File: src/rtl/apb_slv_pkg.sv
// apb_slv_pkg: shared types and constants for the APB register-file responder
// Provides the FSM state enum, bus widths, the value returned for out-of-range reads,
// and a onehot0 helper for the bridge select vector.
package apb_slv_pkg;
    typedef enum logic [1:0] {IDLE, SETUP, ACCESS} apb_state_e;
    localparam int unsigned APB_DATA_W = 32;
    localparam int unsigned APB_ADDR_W = 32;
    localparam logic [APB_DATA_W-1:0] APB_OOR_RDATA = 32'h0;
    function automatic logic onehot0(input logic [2:0] v);
        return (v & (v - 3'd1)) == 3'd0;
    endfunction
endpackage

File: src/rtl/apb_slv_regbank.sv
// apb_slv_regbank: DEPTH x 32 register storage, one write port, one read port
// Ports: clk_i clock; rst_i sync active-high clear of all registers; we_i/waddr_i/wdata_i
// write port; raddr_i/rdata_o combinational read port with write-first bypass.
module apb_slv_regbank
    import apb_slv_pkg::*;
#(
    parameter int unsigned DEPTH = 16
) (
    input  logic                     clk_i,
    input  logic                     rst_i,
    input  logic                     we_i,
    input  logic [$clog2(DEPTH)-1:0] waddr_i,
    input  logic [APB_DATA_W-1:0]    wdata_i,
    input  logic [$clog2(DEPTH)-1:0] raddr_i,
    output logic [APB_DATA_W-1:0]    rdata_o
);
    logic [APB_DATA_W-1:0] mem_q [DEPTH];

    always_ff @(posedge clk_i) begin
        if (rst_i) begin
            for (int i = 0; i < int'(DEPTH); i++) mem_q[i] <= '0;
        end else if (we_i) begin
            mem_q[waddr_i] <= wdata_i;
        end
    end

    // A read landing on the register being written sees the new value
    assign rdata_o = (we_i && waddr_i == raddr_i) ? wdata_i : mem_q[raddr_i];
endmodule

File: src/rtl/apb_slave_regfile.sv
// apb_slave_regfile: APB register-file responder behind one bridge slave select
// Ports: Hclk clock; Hreset sync active-high reset; Pselx/Penable/Pwrite/Paddr/Pwdata
// APB request from the bridge; Prdata read data; proto_err sticky protocol-violation flag;
// Pready transfer-complete, present only when APB_SLV_PREADY_EN is defined (which also
// adds the WAIT_CYCLES parameter and the access-phase wait counter).
module apb_slave_regfile
    import apb_slv_pkg::*;
#(
    parameter int unsigned           SEL_IDX   = 0,
    parameter logic [APB_ADDR_W-1:0] BASE_ADDR = 32'h8000_0000,
    parameter int unsigned           DEPTH     = 16
`ifdef APB_SLV_PREADY_EN
    ,
    parameter int unsigned           WAIT_CYCLES = 0
`endif
) (
    input  logic                  Hclk,
    input  logic                  Hreset,
    input  logic [2:0]            Pselx,
    input  logic                  Penable,
    input  logic                  Pwrite,
    input  logic [APB_ADDR_W-1:0] Paddr,
    input  logic [APB_DATA_W-1:0] Pwdata,
    output logic [APB_DATA_W-1:0] Prdata,
`ifdef APB_SLV_PREADY_EN
    output logic                  Pready,
`endif
    output logic                  proto_err
);
    localparam int unsigned AW = $clog2(DEPTH);

    apb_state_e            state_q, state_d, cur;
    logic [APB_ADDR_W-1:0] addr_q, off;
    logic [APB_DATA_W-1:0] prdata_q, rdata;
    logic [AW-1:0]         idx;
    logic                  write_q, err_q, sel, in_range, rdy, viol, hold_err, we;

    assign sel      = Pselx[SEL_IDX];
    assign off      = Paddr - BASE_ADDR;
    assign in_range = off < APB_ADDR_W'(DEPTH * 4);
    assign idx      = off[AW+1:2];

    // The setup cycle is recognised from the live bus, so SETUP is the phase of the
    // current cycle rather than a registered state; the register only holds IDLE/ACCESS.
    assign cur = (state_q == IDLE && sel && !Penable) ? SETUP : state_q;

`ifdef APB_SLV_PREADY_EN
    localparam int unsigned CW = WAIT_CYCLES > 0 ? $clog2(WAIT_CYCLES + 1) : 1;
    logic [CW-1:0]         cnt_q;
    logic [APB_DATA_W-1:0] wdata_q;
    assign rdy      = cur != ACCESS || cnt_q == '0;
    assign hold_err = Pwdata != wdata_q;
    assign Pready   = rdy;
`else
    assign rdy      = 1'b1;
    assign hold_err = 1'b0;
`endif

    assign viol = !onehot0(Pselx) || (cur == IDLE && Penable) ||
                  (cur == ACCESS && (!Penable || Paddr != addr_q || Pwrite != write_q || hold_err));
    // Paddr equals the latched address whenever no violation is flagged, so the live
    // decode doubles as the write index
    assign we      = cur == ACCESS && rdy && !viol && write_q && in_range;
    assign state_d = (cur == SETUP || (cur == ACCESS && !rdy && !viol)) ? ACCESS : IDLE;

    always_ff @(posedge Hclk) begin
        if (Hreset) begin
            state_q  <= IDLE;
            addr_q   <= '0;
            write_q  <= 1'b0;
            prdata_q <= '0;
            err_q    <= 1'b0;
`ifdef APB_SLV_PREADY_EN
            cnt_q    <= '0;
            wdata_q  <= '0;
`endif
        end else begin
            state_q <= state_d;
            err_q   <= err_q | viol;
            if (cur == SETUP) begin
                addr_q  <= Paddr;
                write_q <= Pwrite;
                if (!Pwrite) prdata_q <= in_range ? rdata : APB_OOR_RDATA;
            end
`ifdef APB_SLV_PREADY_EN
            if (cur == SETUP) begin
                cnt_q   <= CW'(WAIT_CYCLES);
                wdata_q <= Pwdata;
            end else if (cur == ACCESS && cnt_q != '0) begin
                cnt_q <= cnt_q - 1'b1;
            end
`endif
        end
    end

    apb_slv_regbank #(.DEPTH(DEPTH)) u_bank (
        .clk_i   (Hclk),
        .rst_i   (Hreset),
        .we_i    (we),
        .waddr_i (idx),
        .wdata_i (Pwdata),
        .raddr_i (idx),
        .rdata_o (rdata)
    );

    assign Prdata    = prdata_q;
    assign proto_err = err_q;
endmodule
File: config.mk
export PLATFORM = sky130hd
export DESIGN_NAME = apb_slave_regfile
export DESIGN_NICKNAME = d
export VERILOG_FILES = /design/src/rtl/apb_slv_pkg.sv /design/src/rtl/apb_slv_regbank.sv /design/src/rtl/apb_slave_regfile.sv
export SDC_FILE = /design/constraint.sdc
export NUM_CORES = 1
export LEC_CHECK = 0
export BUFFER_PORTS_ARGS = -buffer_cell sky130_fd_sc_hd__buf_2
export CORE_ASPECT_RATIO = 0.6
export CORE_MARGIN = 2
export CORE_UTILIZATION = 45
export DETAILED_ROUTE_END_ITERATION = 10
export PLACE_DENSITY = 0.6
export SYNTH_ARGS = -nofsm -noshare
export SYNTH_HDL_FRONTEND = slang
export SYNTH_SLANG_ARGS = --single-unit
export TNS_END_PERCENT = 1
File: constraint.sdc
create_clock -name Hclk -period 12.95 [get_ports Hclk]
set_input_delay 0 -clock Hclk [delete_from_list [all_inputs] [get_ports Hclk]]
set_output_delay 0 -clock Hclk [all_outputs]
set_load 0.05 [all_outputs]
==> results of run 1 <==
==> kinds of logic (layout without fill, tap and decap cells) <==
logic type / Yosys count / count (layout) / share of synthesized area
multiplexers: 128 / 128 / 0.115
other: 0 / 1 / 0
AND/OR/NAND/NOR: 695 / 695 / 0.133
XOR/XNOR: 33 / 33 / 0.0115
buffers and inverters: 207 / 314 / 0.0343
AO/OA/AOI/OAI: 147 / 147 / 0.0408
flip-flops: 579 / 579 / 0.666
adder cells (fa/ha/maj): 1 / 1 / 0.000399
==> how the worst max path moves through the flow <==
stage	startpoint	depth (start not counted)	to	slack (ns)
5_1_grt	Paddr[3]	11	u_bank.mem_q[14][15]	8.27
3_3_place_gp	Paddr[3]	10	u_bank.mem_q[10][21]	8.70
3_5_place_dp	Paddr[3]	10	u_bank.mem_q[12][20]	8.65
4_1_cts	Paddr[3]	11	u_bank.mem_q[15][25]	8.69
6_report	Paddr[3]	11	u_bank.mem_q[10][13]	8.65
2_1_floorplan	addr_q[6]	7	u_bank.mem_q[13][0]	8.76
==> cell type report <==
cell class | instances | area, um2 | area share
tap | 759 | 950 | 0.0329
multi-input combinational | 1004 | 7800 | 0.270
inverter | 1 | 5.00 | 0.000173
clock buffer | 68 | 1500 | 0.0519
timing repair buffer | 211 | 1550 | 0.0537
clock inverter | 34 | 365 | 0.0126
sequential | 579 | 16700 | 0.579
antenna | 1 | 2.50 | 0.0000866
==> critical path: stages <==
cell and delay (ns):
dlygate4sd3_1 0.56, buf_6 0.46, xnor2_1 0.13, nand4_1 0.16, nor4b_1 0.09, nand4_1 0.09
buf_4 0.69, buf_12 0.55, buf_4 0.69, buf_4 0.73, nor3_1 0.15
==> per-layer routing <==
| layer | part of all wire | up-vias | global-route usage |
|---|---|---|---|
| li1 | - | 7112 | - |
| met1 | 0.44 | 8392 | 0.386 |
| met2 | 0.45 | 769 | 0.370 |
| met3 | 0.089 | 78 | 0.0432 |
| met4 | 0.016 | 0 | 0.0463 |
| met5 | 0 | - | 0 |
==> registers in the layout, indices dropped and copies added (netlist names) <==
name and flops:
Prdata 32, addr_q 32, proto_err 1, state_q 1, u_bank.mem_q 512, write_q 1
==> metrics by stage <==
step / std cells / area, um2 / worst slack, ns
final: 2657 / 28900 / 8.65
after floorplan: 1790 / 25100 / 8.76
after global routing: 2656 / 28900 / 8.27
after global placement: 2485 / 26300 / 8.70
after detailed placement: 2485 / 26300 / 8.65
after CTS: 2655 / 28900 / 8.69
==> power breakdown <==
part	internal (mW)	total [mW]	switching [mW]
Sequential	2.11	2.14	0.0255
Clock	0.978	1.69	0.710
Combinational	0.118	0.324	0.206
Total	3.21	4.15	0.941
==> cell usage in the layout, fill, tap and decap left out, drive strengths merged, types with 2 or more instances in the layout <==
| cell type | n |
|---|---|
| nor4 | 7 |
| nor4b | 2 |
| clkinv | 25 |
| a21oi | 32 |
| edfxtp | 512 |
| nand2 | 141 |
| nand4 | 10 |
| dlygate4sd3 | 68 |
| xnor2 | 33 |
| o21ai | 16 |
| nor3 | 513 |
| nand3 | 6 |
| dfxtp | 67 |
| and2 | 2 |
| clkbuf | 68 |
| a22oi | 64 |
| bufinv | 8 |
| nor2 | 9 |
| a22o | 32 |
| mux4 | 128 |
| buf | 143 |
| nor2b | 4 |
==> flow_summary.toml, run 1 <==
[outcome]
status = "completed"

[floorplan]
start_util = 0.452
die_area_mm2 = 0.0578
die_width_um = 309
die-height_um = 187
ios = 104
fp.coreArea_mm2 = 0.0555
rows = 67

[sta]
setup_viol = 0
fmax_ghz = 0.233
hold_violations = 0
setup_tns_ns = 0
layout_min_cycle_time_ns = 4.30
whs_ns = 0.193
tightestPinTransition_ns = 1.27
rsz0062_at_grt = "no"
slew_viol_final = 0
finClkSkew_ns = 0.0168
relSlewSlack = 0.148
finalCritPeriodShare = 0.332

[worst_setup_path]
critPathRequiredTime_ns = 13.24
critPathKind = "in2reg"
reg2reg_setup_slack_ns = 8.75
r2r-start = "addr_q[30]"
r2r-end = "u_bank.mem_q[10][13]"
start_kind = "input port"
cp.arrival_ns = 4.59
end_kind = "flop"
worst-path-max-fanout = 148
reg2reg_depth = 9

[synth]
async_flop_share = 0
synth.most_common_cell = "nor3_1"
ys_top_cells_by_area = "edfxtp_1 (61%), mux4_2 (11%), nor3_1 (10%), dfxtp_1 (5.3%), nand2_1 (2.1%)"
syn_area_mm2 = 0.0251
yosys_warnings = 0
synth-edff-count = 512
synth_top_area_share = 0.612
syn_area_per_cell_um2 = 14.0
ys_ff_latch = 579
synth_common_cells = "nor3_1 (513), edfxtp_1 (512), nand2_1 (141)"
synthesis.nets = 1861
ys.flop_type = "edfxtp_1"
syn_inst = 1790
ys_types = 26
yosysTopAreaCell = "edfxtp_1"
seq_area_frac_synth = 0.666

[layout]
fillers = 4686
area_growth_pct = 15.0
drive_gt1_frac = 0.207
final_nets = 1923
utilization = 0.520

[grt]
grt_usage = 0.248
grt_overflow = 0
grt_start_max_net_pins = 149
grt_pass1_vias = 16600
grt_pass1_wl_mm = 108
grt_antenna_before_repair = 0

[cts]
cts.sinks = 579
clock_latency_ns = 0.60
postCtsSetupBuffers = 0
cts_made_buffers = 55
tritoncts = "done"
clockRootBuffer = "clkbuf_16"
clock_path_buffers = 3
htreeDepth = 2
ctsHoldBuffers = 68
clk_pin_slew_worst_paths_ns = 0.06
cts-resized-gates = 0

[power_and_ir_drop]
p_per_area_mw_per_mm2 = 144
p_total_mw = 4.15
peakVddDrop_mv = 0.0934
p_leak_nw = 8.95

[worst_hold_path]
min-delay-start = "Pwdata[1]"
whs_path_depth = 3
holdPathEnd = "u_bank.mem_q[2][1]"
hold_path.class = "in2reg"

[route]
vias_per_cell = 6.15
vias = 16400
drtPass1Iterations = 5
drc_errors = 0
wire_per_inst_um = 26.8
drt-initial-drc-count = 1947
ant_nets = 0
routed_wl_mm = 71.3

[placed_design]
place_congestion = 0.794
dp.final_hpwl_mm = 39.3
io_buffer_count = 103

[job]
maxCapViolations = 0
Note: power is estimated with default switching activity, not from simulation.
==> run 2, diff against run 1 <==
- PLACE_DENSITY: 0.6 -> 0.63
- clock period: 12.95 -> 3.9 ns (I/O delays scaled with it)
==> flow_summary.toml, run 2 (synthesis results as in run 1) <==
[route]
drtPass1Iterations = 6
drc_errors = 0
vias = 16700
wire_per_inst_um = 27.9
ant_nets = 0
vias_per_cell = 6.27
routed_wl_mm = 74.1
drt-initial-drc-count = 2503

[power_and_ir_drop]
peakVddDrop_mv = 0.301
p_total_mw = 13.8
p_per_area_mw_per_mm2 = 476
p_leak_nw = 9.00

[grt]
grt_pass1_wl_mm = 110
grt_antenna_before_repair = 3
grt_pass1_vias = 16500
grt_usage = 0.257
grt_overflow = 0
grt_start_max_net_pins = 232

[layout]
final_common_cell = "nor3_1"
regMostFlops = "u_bank.mem_q"
drive_gt1_frac = 0.210
final_cell_mix = "nor3_1 (513), edfxtp_1 (512), nand2_1 (130), mux4_2 (128), buf_2 (101)"
area_growth_pct = 15.5
final_nets = 1930
fin_cells = 2661
largest_reg_flops = 512
n_antenna_cell = 0

[cts]
clk_pin_slew_worst_paths_ns = 0.07
cts-resized-gates = 0
clock_latency_ns = 0.59
cts.sinks = 579
clock_path_buffers = 3
postCtsSetupBuffers = 0
ctsHoldBuffers = 64
clockRootBuffer = "clkbuf_16"
tritoncts = "done"
cts_made_buffers = 53
htreeDepth = 2

[worst_setup_path]
cp_slowest_cell = "buf_4"
critical_path_buf_inv_count = 3
max_stage_delay_ns = 0.74
worst-path-max-fanout = 231
r2r-end = "u_bank.mem_q[14][7]"
cp_num_cells = 8
endpoint = "u_bank.mem_q[14][7]"
reg2reg_setup_slack_ns = 0.65
r2r-start = "addr_q[22]"
end_kind = "flop"
start_kind = "flop"
cp.arrival_ns = 3.55
critPathRequiredTime_ns = 4.20
cp-startpoint = "addr_q[22]"
critPathKind = "reg2reg"
cpLargestDelayFamily = "buffers and inverters"
reg2reg_depth = 8
cp_cell_sequence = "xnor2_1, nand4_1, nor4_1, nand4_1, buf_12, buf_12, buf_4, nor3_1"

[placed_design]
place_congestion = 0.891
dp_cells = 2499
dp.final_hpwl_mm = 41.7
io_buffer_count = 103

[sta]
relSlewSlack = 0.135
tightestPinTransition_ns = 1.30
slew_viol_final = 0
hold_violations = 0
rsz0062_at_grt = "no"
finalCritPeriodShare = 0.833
setup_viol = 0
whs_ns = 0.0613
fmax_ghz = 0.308
finClkSkew_ns = 0.0312
layout_min_cycle_time_ns = 3.25

[floorplan]
die_width_um = 309
rows = 67
fp.coreArea_mm2 = 0.0555
die-height_um = 187
start_util = 0.452
ios = 104
die_area_mm2 = 0.0578

[outcome]
status = "completed"

[job]
maxCapViolations = 0

[worst_hold_path]
hold_path.class = "in2reg"
## run 2: changes by cell type in the layout (fill, tap and decap cells not counted), sizes merged
cell,delta
clkbuf,+2
buf,+13
clkinv,-10
diode,-1
clkinvlp,+1
bufinv,+3
dlygate4sd3,-4
## run 2: worst min path at each step
stage                     startpoint         end  slack (ns)  depth (start not counted)
after CTS                   Pselx[0]   addr_q[3]        0.02                          5
after floorplan             Paddr[0]   addr_q[0]        0.14                          2
after detailed placement   Paddr[28]  addr_q[28]        0.29                          3
after global routing        Pselx[0]   addr_q[3]        0.08                          5
final                       Pselx[0]   addr_q[3]        0.06                          5
after global placement      Paddr[1]   addr_q[1]        0.26                          3
## run 2: worst min-delay path, cell delays in order
cell	delay (ns)
buf_2	0.10
nand2_1	0.07
buf_4	0.26
nand2_1	0.11
a21oi_1	0.06
## run 2: layout make-up
type	count	area [um2]
Clock buffer	70	1440
Clock inverter	28	420
Fill cell	4594	26500
Inverter	1	3.75
Multi-Input combinational cell	1004	7790
Sequential cell	579	16700
Tap cell	759	950
Timing Repair Buffer	220	1680
## run 2: metrics by stage
stage	setup slack (ns)	TNS [ns]	utilization	area [um2]
2_1_floorplan	-0.282	-92.42	-	25100
3_3_place_gp	0.824	0	0.478	26500
3_5_place_dp	0.750	0	0.478	26500
4_1_cts	0.731	0	0.523	29000
5_1_grt	0.420	0	0.523	29000
6_report	0.650	0	0.523	29000
## run 2: power by group
group          leakage, nW  internal (mW)  switching (mW)
logic                 2.70          0.403           0.698
clock network        0.903           3.33            2.29
registers             5.40           7.01          0.0833
## run 2: per-layer routing
layer	up-vias	part of all wire	global-route usage
met3	110	0.11	0.0706
li1	7121	-	-
met2	951	0.44	0.370
met1	8490	0.43	0.388
met5	-	0.0011	0.00831
met4	4	0.020	0.0607
==> run 3, diff against run 2 <==
- PLACE_DENSITY: 0.63 -> 0.6
- clock period: 3.9 -> 3.15 ns (I/O delays scaled with it)
==> flow_summary.toml, run 3 (synthesis results as in run 1) <==
[sta]
relSlewSlack = 0.255
rsz0062_at_grt = "no"
tightestPinTransition_ns = 1.11
fin_ws_ns = 0.304
slew_viol_final = 0
layout_min_cycle_time_ns = 2.85
fmax_ghz = 0.351
finClkSkew_ns = 0.0122
setup_viol = 0
hold_violations = 0
finalCritPeriodShare = 0.904

[worst_hold_path]
holdPathEnd = "addr_q[2]"
whs_path_depth = 5
min-delay-start = "Pselx[0]"
hold_path.class = "in2reg"

[layout]
drive_gt1_frac = 0.214
final_cell_mix = "nor3_1 (513), edfxtp_1 (512), nand2_1 (141), mux4_2 (128), buf_2 (101)"
regMostFlops = "u_bank.mem_q"
fin_cells = 2695
n_antenna_cell = 0
stdcell_area_mm2 = 0.0292
largest_reg_flops = 512
area_growth_pct = 16.4
utilization = 0.527
final_nets = 1962
final_common_cell = "nor3_1"

[placed_design]
dp.final_hpwl_mm = 43.9
place_congestion = 0.902
place_ws_ns = 0.495
dp_cells = 2526
dpl_cell_area_mm2 = 0.0267
io_buffer_count = 103

[cts]
tritoncts = "done"
cts_made_buffers = 54
clk_pin_slew_worst_paths_ns = 0.06
clock_latency_ns = 0.59
htreeDepth = 2
clockRootBuffer = "clkbuf_16"
clock_path_buffers = 3
cts.sinks = 579
postCtsSetupBuffers = 0

[power_and_ir_drop]
peakVddDrop_mv = 0.409
p_leak_nw = 9.16
p_per_area_mw_per_mm2 = 580

[floorplan]
ios = 104
rows = 67
start_util = 0.452
die_area_mm2 = 0.0578
die_width_um = 309
fp.coreArea_mm2 = 0.0555
die-height_um = 187

[outcome]
status = "completed"

[worst_setup_path]
end_kind = "flop"
r2r-end = "u_bank.mem_q[1][11]"
reg2reg_setup_slack_ns = 0.30
start_kind = "flop"
reg2reg_depth = 7
worst-path-max-fanout = 189
critPathKind = "reg2reg"
critPathRequiredTime_ns = 3.50
cp.arrival_ns = 3.20
r2r-start = "addr_q[20]"

[route]
drtPass1Iterations = 6
wire_per_inst_um = 27.5
drt-initial-drc-count = 2134
vias = 16800
routed_wl_mm = 74.1
ant_nets = 0
vias_per_cell = 6.24
drc_errors = 0

[grt]
grt_usage = 0.259
grt_start_max_net_pins = 190
grt_antenna_before_repair = 5
grt_pass1_vias = 16600
grt_overflow = 0
grt_pass1_wl_mm = 111

[job]
maxCapViolations = 0
## run 3: layout make-up
cell class	count	area, um2
fillers	4590	26300
inverters	1	3.75
clock inverters	27	312
repair buffers	251	1990
clock buffers	74	1500
flip-flops and latches	579	16700
multi-input cells	1004	7760
well taps	759	950
## run 3: repair_timing
action,4_1_cts,5_1_grt
hold endpoints to repair,49,0
hold buffers,68,0
resized for setup,0,0
## run 3: critical path, cell delays in order, from the launching register on
cell and delay (ns):
dfxtp_1 0.32, xnor2_1 0.20, nand4_1 0.12, nor3_1 0.48
nand4_1 0.24, buf_12 0.26, buf_12 0.28, nor3_1 0.50
## run 3: metrics by stage
step	hold slack, ns	power (mW)	setup TNS, ns
2_1_floorplan	0.136	9.70	-262.54
3_5_place_dp	0.276	10.3	0
4_1_cts	0.0342	17.0	0
3_3_place_gp	0.264	10.2	0
6_report	0.0519	17.0	0
5_1_grt	0.0940	17.5	0
## run 3: worst max-delay path by stage
stage	start	end	slack [ns]	cells past startpoint
after floorplan	addr_q[6]	u_bank.mem_q[2][0]	-0.86	6
after global placement	addr_q[0]	u_bank.mem_q[1][11]	0.49	7
after detailed placement	addr_q[23]	u_bank.mem_q[1][11]	0.49	7
after CTS	addr_q[23]	u_bank.mem_q[1][11]	0.49	7
after global routing	addr_q[30]	u_bank.mem_q[1][11]	0.21	7
final	addr_q[20]	u_bank.mem_q[1][11]	0.30	7
## run 3: routing by layer
layer | part of all wire | GRT usage
met2 | 0.43 | 0.368
met5 | 0 | 0
met4 | 0.022 | 0.0605
met1 | 0.45 | 0.411
met3 | 0.099 | 0.0467
## run 3: power by group
group	internal, mW	leakage (nW)	total [mW]	switching, mW
Clock	3.91	0.886	6.80	2.89
Sequential	8.68	5.40	8.79	0.111
Combinational	0.523	2.87	1.38	0.862
Total	13.1	9.16	17.0	3.86
